[src/rtl/pc_seq_pkg.sv]
// Shared types and constants for the program-counter next-address sequencer.
package pc_seq_pkg;

  localparam int PC_W      = 64;
  localparam int INSN_SIZE = 4;

  typedef enum logic [1:0] {
    BOOT  = 2'd0,
    RUN   = 2'd1,
    STALL = 2'd2,
    FLUSH = 2'd3
  } state_t;

endpackage

[src/rtl/sat_counter32.sv]
// 32-bit event counter with synchronous clear that holds at all-ones.
module sat_counter32 (
  input  logic        clk,
  input  logic        clr,
  input  logic        en,
  output logic [31:0] cnt
);

  always_ff @(posedge clk) begin
    if (clr) begin
      cnt <= '0;
    end else if (en && (cnt != 32'hFFFF_FFFF)) begin
      cnt <= cnt + 32'd1;
    end
  end

endmodule

[src/rtl/pc_sequencer.sv]
// Next-address controller for the PC register: advance, hold, or redirect,
// plus IF valid and pipeline flush generation.
//
//   state | meaning
//   BOOT  | one cycle after reset, presents RESET_VECTOR
//   RUN   | normal fetch, pc_q + 4
//   STALL | hazard hold, pc_next = pc_q while stall is high
//   FLUSH | squash cycles after a redirect, fetch marked invalid
module pc_sequencer
  import pc_seq_pkg::*;
#(
  parameter logic [PC_W-1:0] RESET_VECTOR = 64'h0,
  parameter int              FLUSH_CYCLES = 2
) (
  input  logic            clk,
  input  logic            reset,
  input  logic [PC_W-1:0] pc_q,
  input  logic            stall,
  input  logic            redirect_valid,
  input  logic [PC_W-1:0] redirect_target,
  output logic [PC_W-1:0] pc_next,
  output logic            if_valid,
  output logic            flush_o,
  output logic            misalign_o,
  output logic [31:0]     stall_cnt,
  output logic [31:0]     redirect_cnt
);

  localparam logic [2:0] FLUSH_LOAD  = 3'(FLUSH_CYCLES - 1);
  localparam state_t     REDIR_STATE = (FLUSH_CYCLES > 1) ? FLUSH : RUN;

  state_t          state_q, state_d;
  logic [2:0]      fcnt_q, fcnt_d;
  logic            accept_redir;
  logic            stall_hold;
  logic [PC_W-1:0] pc_inc;
  logic [PC_W-1:0] redir_tgt;

  assign pc_inc    = pc_q + PC_W'(INSN_SIZE);
  assign redir_tgt = {redirect_target[PC_W-1:2], 2'b00};

  always_comb begin
    pc_next      = pc_inc;
    if_valid     = 1'b0;
    flush_o      = 1'b0;
    accept_redir = 1'b0;
    stall_hold   = 1'b0;
    state_d      = state_q;
    fcnt_d       = fcnt_q;
    case (state_q)
      BOOT: begin
        pc_next = RESET_VECTOR;
        state_d = RUN;
      end
      RUN, STALL: begin
        if_valid = 1'b1;
        if (redirect_valid) begin
          accept_redir = 1'b1;
          pc_next      = redir_tgt;
          flush_o      = 1'b1;
          fcnt_d       = FLUSH_LOAD;
          state_d      = REDIR_STATE;
        end else if (stall) begin
          pc_next    = pc_q;
          stall_hold = 1'b1;
          state_d    = STALL;
        end else begin
          state_d = RUN;
        end
      end
      FLUSH: begin
        flush_o = 1'b1;
        if (redirect_valid) begin
          accept_redir = 1'b1;
          pc_next      = redir_tgt;
          fcnt_d       = FLUSH_LOAD;
        end else begin
          // Counter holds the FLUSH cycles still owed; the redirect cycle
          // itself already supplied the first flush cycle.
          fcnt_d = fcnt_q - 3'd1;
          if (fcnt_q <= 3'd1) begin
            state_d = RUN;
          end
        end
      end
      default: state_d = BOOT;
    endcase
  end

  always_ff @(posedge clk) begin
    if (reset) begin
      state_q    <= BOOT;
      fcnt_q     <= '0;
      misalign_o <= 1'b0;
    end else begin
      state_q    <= state_d;
      fcnt_q     <= fcnt_d;
      misalign_o <= misalign_o | (accept_redir & (|redirect_target[1:0]));
    end
  end

  sat_counter32 u_stall_cnt (
    .clk (clk),
    .clr (reset),
    .en  (stall_hold),
    .cnt (stall_cnt)
  );

  sat_counter32 u_redirect_cnt (
    .clk (clk),
    .clr (reset),
    .en  (accept_redir),
    .cnt (redirect_cnt)
  );

endmodule

[config.mk]
export PLATFORM = sky130hd
export DESIGN_NAME = pc_sequencer
export DESIGN_NICKNAME = d
export VERILOG_FILES = /design/src/rtl/pc_seq_pkg.sv /design/src/rtl/sat_counter32.sv /design/src/rtl/pc_sequencer.sv
export SDC_FILE = /design/constraint.sdc
export NUM_CORES = 1
export LEC_CHECK = 0
export ABC_AREA = 1
export CELL_PAD_IN_SITES_DETAIL_PLACEMENT = 0
export CELL_PAD_IN_SITES_GLOBAL_PLACEMENT = 2
export CORE_MARGIN = 4
export CORE_UTILIZATION = 21
export DETAILED_ROUTE_END_ITERATION = 7
export PLACE_DENSITY = 0.82
export SLEW_MARGIN = 20
export SYNTH_ARGS = -nofsm -noshare
export SYNTH_HDL_FRONTEND = slang
export SYNTH_HIERARCHICAL = 1
export SYNTH_SLANG_ARGS = --single-unit
[constraint.sdc]
create_clock -name clk -period 2.8 [get_ports clk]
set_input_delay 0.84 -clock clk [delete_from_list [all_inputs] [get_ports clk]]
set_output_delay 0.84 -clock clk [all_outputs]
set_load 0.03 [all_outputs]
==> Word level (Yosys, flattened, before mapping) <==
Index checks and enable logic that the tools add are counted.
{ "op_classes": {"n_mux": 19, "n_lt_le_gt_ge": 1, "bitwise_logic": 2, "reduce_logical": 9, "n_addsub": 4, "n_eq_ne": 8} }
{ "op_table": {"columns": ["operator", "n"], "rows": [
  ["two-way mux 64 bit", 3],
  ["one-hot mux 64 bit (3 select lines)", 1],
  ["adder 32 x 1 -> 32 bit, second input constant", 2],
  ["adder 64 x 3 -> 64 bit, second input constant", 1],
  ["!= test 32 bit, second input constant", 2],
  ["two-way mux 2 bit", 4],
  ["two-way mux 1 bit", 6],
  ["two-way mux 3 bit", 2],
  ["!= test 2 bit, second input constant", 3],
  ["one-hot mux 2 bit (3 select lines)", 1],
  ["one-hot mux 3 bit (2 select lines)", 1],
  ["equality test 2 bit, second input constant", 2],
  ["AND reduction 2 bit", 2],
  ["OR reduction 2 bit", 2],
  ["<= comparator 3 x 1 -> 1 bit, second input constant", 1],
  ["OR reduction 3 bit", 1],
  ["subtractor 3 x 1 -> 3 bit, second input constant", 1],
  ["equality test 2 x 1 -> 1 bit, second input constant", 1],
  ["logical AND 1 bit", 2],
  ["zero test 2 bit", 1],
  ["one-hot mux 1 bit (2 select lines)", 1],
  ["nonzero test 2 bit", 1],
  ["bitwise AND 1 bit", 1],
  ["OR 1 bit", 1]
]} }
{ "totals": {"word_cells": 48, "regBits": 70, "out_inout_bits": 131} }

==> Longest topological paths before layout <==
Gate-level depths: netlist of run 1.
{ "logic_depth": {"depth_word": 5, "depth_mapped": 13, "mapped_depth_nobuf": 13} }

==> Hierarchy <==
The synthesis of run 1 kept the hierarchy.
{ "modules_own_cells": {"columns": ["module", "area_each_um2", "cells_each", "seq_area_each_um2", "instances"], "rows": [
  ["pc_sequencer", 4565.6, 931, 120.1, 1],
  ["sat_counter32", 2062.0, 324, 640.6, 2]
]} }

==> Worst setup path after synthesis of run 1 <==
Ideal clock, no wire load.
{ "synth_path": {"kind": "input to output", "startpoint": "input pc_q[2]", "endpoint": "output pc_next[62]", "path_stages": 11, "required_time_ns": 1.960, "path_slack_ns": -0.448, "t_arrival_ns": 2.408, "cell_sequence": "ha_1 -> nand2_2 -> nor2_4 -> nand2_4 -> nor2_4 -> nand2_4 -> nor2_4 -> nand3_1 -> nand3_1 -> nand2_1 -> a21oi_1"} }
{ "synth_via": {"elab_chain_len": 4} }
{ "synth_rtl": {"columns": ["item", "line_no", "source"], "rows": [
  ["from (decl)", "pc_sequencer.sv:17", "input logic [PC_W-1:0] pc_q,"],
  ["adder 64 x 3 -> 64 bit *", "pc_sequencer.sv:39", "assign pc_inc = pc_q + PC_W'(INSN_SIZE);"],
  ["two-way mux 64 bit", "pc_sequencer.sv:63", "end else if (stall) begin"],
  ["two-way mux 64 bit", "pc_sequencer.sv:57", "if (redirect_valid) begin"],
  ["one-hot mux 64 bit (3 select lines) *", "pc_sequencer.sv:50", "case (state_q)"],
  ["to (decl)", "pc_sequencer.sv:21", "output logic [PC_W-1:0] pc_next,"]
]} }
Every way passes the cells marked *; elsewhere a longest branch is shown, timed or not.

==> Final worst setup path of run 1 <==
{ "layout_path": {"startpoint": "input pc_q[3]", "endpoint": "output pc_next[50]"} }
Same word-level chain as after synthesis.

==> impl_metrics.json, run 1 <==
{
  "outcome": "complete, but fails checks",
  "violations": "negative setup slack",
  "class_of_the_most_critical_setup_path": "in2out",
  "detailroute.via_count": 12456,
  "place.detailed.hpwl_um": 37700,
  "first_global_vias": 12438,
  "cts_max_path_buffers": 2,
  "place.port_buffers": 262,
  "grt_first_pass_wirelength_um": 71700,
  "instances_no_fill": 2628,
  "syn_inst": 1579,
  "critical_path_required_ps": 1960,
  "core_region_area_mm2": 0.0408,
  "ff2ff_path_depth": 11,
  "cap_violations": 0,
  "remaining_drcs": 0,
  "postCtsHoldBufs": 0,
  "dpl.cell_count": 2555,
  "mostFrequentLayoutCell": "sky130_fd_sc_hd__nand2_1",
  "fin_total_pwr_mw": 5.48,
  "initial_antenna_violation_count": 5,
  "grt_setup_unrepaired": "true",
  "power.leakage_nw": 7.00,
  "total_number_of_h_tree_levels": 3,
  "route.final.wire_length_um": 47400,
  "final-max-slew-violation-count": 0,
  "timing.final.setup_violations": 60,
  "arrival_ps": 2490,
  "grt_start_max_net_pins": 42,
  "dr.pass1.iters": 5,
  "reg2reg_setup_slack_ps": 590,
  "synth_flop_cell": "sky130_fd_sc_hd__dfxtp_1",
  "top_level_ports": 263,
  "wl_per_cell_um": 18.0,
  "critical_register_to_register_path_endpoint": "u_stall_cnt/cnt[26]",
  "worst_hold_startpoint": "misalign_o",
  "synth_fp_nets": 1718,
  "starting_density_pct": 21.3,
  "cts_root_buffer": "sky130_fd_sc_hd__clkbuf_16",
  "number_of_enable_type_register_cells_in_the_synthesized_netlist": 0,
  "tightest_slew_ps": 551,
  "cts_tree": "yes",
  "worst_setup_path_start_kind": "primary input",
  "dieArea_mm2": 0.0447,
  "post-route-min-period_ps": 3330,
  "power_per_cell_area_mw_per_mm2": 326,
  "finalInstanceArea_mm2": 0.0168,
  "avgViaCountPerCell": 4.74,
  "worstHoldEndpoint": "misalign_o",
  "tightest_hold_check_type": "reg2reg",
  "cts_buffers": 9,
  "place_area_mm2": 0.0144,
  "crit_fanout": 4,
  "clock.fmax_mhz": 301,
  "synth_sequential_area_ratio_pct": 16.1,
  "yosys_warnings": 6,
  "drive_above_1_share_pct": 42.9,
  "drt.antenna.violating_nets": 0,
  "finalNetCount": 2228,
  "grt.total_usage_pct": 20.3,
  "clock_slew_seen_by_the_registers_of_the_worst_setup_and_hold_paths_ps": 60,
  "worst_r2r_startpoint": "state_q[0]",
  "fin_worst_skew_ps": 11.1,
  "die_span_in_x_um": 211,
  "crit_path_end_kind": "output port",
  "clk_latency_ps": 340,
  "yosys_register_bits": 70,
  "layout-area-overhead-vs-synth_pct": 93.4,
  "least_setup_slack_across_all_paths_after_layout_ps": -527,
  "fin_crit_sh_pct": 119,
  "die_y_extent_um": 211,
  "final.setup.tns_ps": -23970,
  "postSynth.asyncResetShare_pct": 0,
  "dp_slack_ps": -1160,
  "max-slew-margin-rel_pct": 63.2,
  "placement_rows": 74,
  "syn-mean-instance-area_um2": 5.50,
  "post_synth_instance_area_mm2": 0.00869,
  "worst_hold_path.num_cells": 2,
  "post_synth_num_cell_types": 46,
  "overflow": 0,
  "initialDrtViolationCount": 748,
  "worst_ir_drop_vdd_mv": 0.287,
  "hold_violations": 0,
  "mostFrequentLayoutCells": "319 x sky130_fd_sc_hd__nand2_1, 241 x sky130_fd_sc_hd__buf_4, 233 x sky130_fd_sc_hd__nor2_1",
  "clock_sinks": 70,
  "fillCellCount": 4239,
  "gp_congestion": 0.925
}
[worst max-delay path by stage]
stage               startpoint  slack (ps)  cells after the start     endpoint
finish                 pc_q[3]        -530                     14  pc_next[50]
global route           pc_q[3]        -620                     14  pc_next[54]
detailed placement     pc_q[2]       -1160                     12  pc_next[48]
CTS                    pc_q[2]        -510                     12  pc_next[12]
global placement       pc_q[2]       -1150                     12  pc_next[30]
floorplan              pc_q[2]        -250                     10  pc_next[30]
[where the power goes]
group	switching (mW)	total [mW]	internal (mW)
clock	0.477	1.26	0.783
sequential	0.0148	1.03	1.01
combinational	1.80	3.20	1.40
total	2.29	5.48	3.20
[state kept, by name, indices dropped and copies added, names as in the netlist]
| signal | cells |
|---|---|
| fcnt_q | 3 |
| misalign_o | 1 |
| state_q | 2 |
| u_redirect_cnt/cnt | 32 |
| u_stall_cnt/cnt | 32 |
[final cells by class]
cell class	count	area (µm²)	area share [%]
diodes	2	5.00	0.0298
clock buffers	9	225	1.34
repair buffers	559	5480	32.6
well taps	532	666	3.96
flip-flops and latches	70	1400	8.35
clock inverters	7	96.3	0.573
inverters	145	583	3.47
multi-input cells	1304	8350	49.7
[cell families (layout without fill, tap and decap cells)]
group,count (synthesis),after routing,synth area share (%)
buf+inv,205,720,9.91
flops,70,70,16.1
other cells,0,2,0
compound gates,270,270,17.8
fa+ha+maj,7,7,1.01
simple gates,998,998,52.3
xor+xnor,29,29,2.92
[synthesized netlist by cell type, types with 2 or more instances]
library cell / number / area (µm²)
sky130_fd_sc_hd__nor2_1: 297 / 1110
sky130_fd_sc_hd__o21ai_0: 85 / 425
sky130_fd_sc_hd__nand2_4: 9 / 101
sky130_fd_sc_hd__o21ai_1: 3 / 15.0
sky130_fd_sc_hd__nor2_2: 22 / 138
sky130_fd_sc_hd__a31oi_1: 10 / 62.6
sky130_fd_sc_hd__o21a_1: 2 / 15.0
sky130_fd_sc_hd__buf_2: 13 / 65.1
sky130_fd_sc_hd__nand3_1: 87 / 435
sky130_fd_sc_hd__or2_2: 13 / 81.3
sky130_fd_sc_hd__nor2_4: 18 / 203
sky130_fd_sc_hd__nor3_1: 19 / 95.1
sky130_fd_sc_hd__a211oi_1: 19 / 143
sky130_fd_sc_hd__nand4_2: 4 / 50.1
sky130_fd_sc_hd__o211ai_1: 12 / 90.1
sky130_fd_sc_hd__and2_1: 2 / 12.5
sky130_fd_sc_hd__xnor2_1: 6 / 52.6
sky130_fd_sc_hd__o221ai_1: 5 / 43.8
sky130_fd_sc_hd__nor2_8: 2 / 40.0
sky130_fd_sc_hd__inv_1: 134 / 503
sky130_fd_sc_hd__xor2_1: 23 / 201
sky130_fd_sc_hd__nor3_2: 3 / 30.0
sky130_fd_sc_hd__clkbuf_1: 35 / 131
sky130_fd_sc_hd__nand4_1: 43 / 269
sky130_fd_sc_hd__nand3b_1: 2 / 15.0
sky130_fd_sc_hd__nand2_2: 19 / 119
sky130_fd_sc_hd__nand3_2: 15 / 150
sky130_fd_sc_hd__inv_2: 7 / 26.3
sky130_fd_sc_hd__dfxtp_1: 70 / 1400
sky130_fd_sc_hd__buf_6: 10 / 113
sky130_fd_sc_hd__a21oi_2: 3 / 26.3
sky130_fd_sc_hd__a21oi_1: 113 / 566
sky130_fd_sc_hd__buf_1: 2 / 7.51
sky130_fd_sc_hd__clkinv_1: 4 / 15.0
sky130_fd_sc_hd__nand2_1: 440 / 1650
sky130_fd_sc_hd__o2111ai_1: 10 / 87.6
sky130_fd_sc_hd__ha_1: 7 / 87.6
sky130_fd_sc_hd__o211a_1: 3 / 30.0
[per-layer routing]
layer  GRT usage (%)  share of wire (%)  vias to the layer above
li1                -                  -                     6187
met1            26.9                 44                     5789
met2            33.1                 46                      405
met3            3.73                6.3                       71
met4            7.26                3.3                        4
met5               0              0.030                        -
[metrics by stage]
| step | utilization [%] | hold WS, ps |
|---|---|---|
| 6_report | 41.2 | 458 |
| 5_1_grt | 41.2 | 506 |
| 4_1_cts | 39.8 | 458 |
| 3_5_place_dp | 35.2 | 449 |
| 3_3_place_gp | 35.2 | 439 |
| 2_1_floorplan | - | 455 |
[critical path: stages]
cell,delay (ps)
sky130_fd_sc_hd__buf_8,80
sky130_fd_sc_hd__ha_4,140
sky130_fd_sc_hd__nand2_4,50
sky130_fd_sc_hd__nor2_4,140
sky130_fd_sc_hd__nand2_4,110
sky130_fd_sc_hd__nor2_4,180
sky130_fd_sc_hd__buf_4,140
sky130_fd_sc_hd__buf_6,100
sky130_fd_sc_hd__nand3_4,90
sky130_fd_sc_hd__xor2_2,170
sky130_fd_sc_hd__nand2_1,70
sky130_fd_sc_hd__nand2_2,60
sky130_fd_sc_hd__a21oi_4,150
sky130_fd_sc_hd__buf_6,140
[repair_timing]
action,4_1_cts,5_1_grt
gates cloned,1,0
buffers inserted,45,17
pin swaps,167,112
setup endpoints to repair,69,64
resized for setup,661,136
Note: power is estimated with default switching activity, not from simulation.
==> run 2, diff against run 1 <==
--- a/config.mk
+++ b/config.mk
@@ -9,8 +9,9 @@
 export CELL_PAD_IN_SITES_DETAIL_PLACEMENT = 0
 export CELL_PAD_IN_SITES_GLOBAL_PLACEMENT = 2
 export CORE_MARGIN = 4
-export CORE_UTILIZATION = 21
+export CORE_UTILIZATION = 29
 export DETAILED_ROUTE_END_ITERATION = 7
+export DONT_BUFFER_PORTS = 1
 export PLACE_DENSITY = 0.82
 export SLEW_MARGIN = 20
 export SYNTH_ARGS = -nofsm -noshare
==> impl_metrics.json, run 2 (synthesis gave the netlist of run 1 again) <==
{
  "crit_fanout": 5,
  "route.final.wire_length_um": 41400,
  "core_region_area_mm2": 0.0296,
  "initialDrtViolationCount": 532,
  "cts_buffers": 9,
  "tightest_hold_check_type": "reg2reg",
  "outcome": "complete, but fails checks",
  "die_y_extent_um": 181,
  "grt_first_pass_wirelength_um": 62800,
  "grt.total_usage_pct": 24.0,
  "max-slew-margin-rel_pct": 62.4,
  "mostFrequentLayoutCell": "sky130_fd_sc_hd__nand2_1",
  "class_of_the_most_critical_setup_path": "in2out",
  "clock.fmax_mhz": 319,
  "grt_setup_unrepaired": "true",
  "dpl.cell_count": 2122,
  "cap_violations": 0,
  "placement_rows": 63,
  "dr.pass1.iters": 5,
  "worst_ir_drop_vdd_mv": 0.196,
  "detailroute.via_count": 11329,
  "ff_latch_area_mm2": 0.00140,
  "drt.antenna.violating_nets": 0,
  "first_global_vias": 11111,
  "starting_density_pct": 29.3,
  "layout-area-overhead-vs-synth_pct": 60.8,
  "clock_slew_seen_by_the_registers_of_the_worst_setup_and_hold_paths_ps": 50,
  "cts_tree": "yes",
  "initial_antenna_violation_count": 3,
  "fin_crit_sh_pct": 112,
  "overflow": 0,
  "instances_no_fill": 2193,
  "place.detailed.hpwl_um": 31500,
  "dieArea_mm2": 0.0328,
  "multi_input_area_mm2": 0.00848,
  "finalNetCount": 1936,
  "startpoint": "pc_q[2]",
  "die_span_in_x_um": 181,
  "post-route-min-period_ps": 3130,
  "fin_worst_skew_ps": 9.26,
  "least_setup_slack_across_all_paths_after_layout_ps": -332,
  "mostFrequentLayoutCells": "319 x sky130_fd_sc_hd__nand2_1, 245 x sky130_fd_sc_hd__nor2_1, 151 x sky130_fd_sc_hd__buf_4",
  "total_number_of_h_tree_levels": 3,
  "crit_path_end_kind": "output port",
  "power.leakage_nw": 5.77,
  "cts_root_buffer": "sky130_fd_sc_hd__clkbuf_16",
  "clk_latency_ps": 350,
  "avgViaCountPerCell": 5.17,
  "violations": "negative setup slack",
  "power_per_cell_area_mw_per_mm2": 355,
  "gp_congestion": 0.950,
  "tightest_slew_ps": 563,
  "drive_above_1_share_pct": 41.2,
  "wl_per_cell_um": 18.9,
  "top_level_ports": 263,
  "worst_r2r_startpoint": "state_q[0]",
  "clock_sinks": 70,
  "remaining_drcs": 0,
  "fillCellCount": 3109,
  "final-max-slew-violation-count": 0,
  "timing.final.setup_violations": 59,
  "worst_hold_startpoint": "fcnt_q[1]",
  "util_after_layout_pct": 47.2,
  "place.port_buffers": 0,
  "critical_path_required_ps": 1960,
  "hold_violations": 0,
  "arrival_ps": 2290,
  "worst_setup_path_start_kind": "primary input",
  "grt_start_max_net_pins": 42,
  "layout_top_registers": "u_redirect_cnt/cnt: 32 flops, u_stall_cnt/cnt: 32 flops, fcnt_q: 3 flops",
  "cts_max_path_buffers": 2
}
[run 2: changes by cell type in the layout (fill, tap and decap cells not counted), sizes merged]
| cell | delta |
|---|---|
| clkinvlp | +5 |
| buf | -151 |
| bufbuf | -1 |
| inv | -6 |
| clkdlybuf4s15 | -1 |
| clkbuf | -2 |
| clkdlybuf4s50 | -134 |
| dlygate4sd2 | -2 |
| diode | -1 |
[run 2: layout make-up]
type,count,share of cell area [%]
antenna,1,0.0179
inverter,145,4.17
tap,390,3.49
sequential,70,10.0
clock buffer,10,1.71
clock inverter,6,0.609
timing repair buffer,267,19.3
multi-input combinational,1304,60.7
[run 2: through the flow]
stage	hold slack (ps)	TNS [ps]	setup slack (ps)	instance area [µm²]	total power, mW
floorplan	455	-2370	-247	9350	2.47
global placement	464	-16210	-558	11300	3.15
detailed placement	471	-16310	-552	11300	3.16
CTS	479	-12300	-325	13100	4.91
global route	509	-18030	-437	14000	5.20
finish	478	-12970	-332	14000	4.97
[run 2: final timing paths]
check	cells past startpoint	slack (ps)	to
worst max-delay path	11	-330	pc_next[48]
worst min-delay path	2	480	fcnt_q[1]
worst max register to register	15	410	u_stall_cnt/cnt[25]
worst min register to register	2	480	fcnt_q[1]
[run 2: metal layers]
metal	wire (µm)	track usage, %	vias up
met2	20100	41.8	342
met3	3240	6.32	63
met1	16600	28.2	5323
met4	1480	9.01	2
met5	4	0	-
li1	-	-	5599
[run 2: what timing repair did]
item	CTS	global route
setup endpoints to repair	61	64
buffers inserted	36	24
pin swaps	115	134
gates resized for setup	291	185
hold buffers	0	0
gates cloned	4	2
[run 2: where the power goes]
| group | internal, mW | leakage, nW | switching [mW] |
|---|---|---|---|
| clock | 0.801 | 0.154 | 0.473 |
| sequential | 1.01 | 0.565 | 0.0125 |
| combinational | 1.08 | 5.05 | 1.59 |
[run 2: critical path: stages]
cell                      delay, ps
sky130_fd_sc_hd__ha_4           120
sky130_fd_sc_hd__nand2_4         50
sky130_fd_sc_hd__nor2_4         170
sky130_fd_sc_hd__nand2_4        100
sky130_fd_sc_hd__nor2_4         200
sky130_fd_sc_hd__buf_6          130
sky130_fd_sc_hd__nand3_4         90
sky130_fd_sc_hd__xor2_2         160
sky130_fd_sc_hd__nand2_1         70
sky130_fd_sc_hd__nand2_2         60
sky130_fd_sc_hd__a21oi_4        280
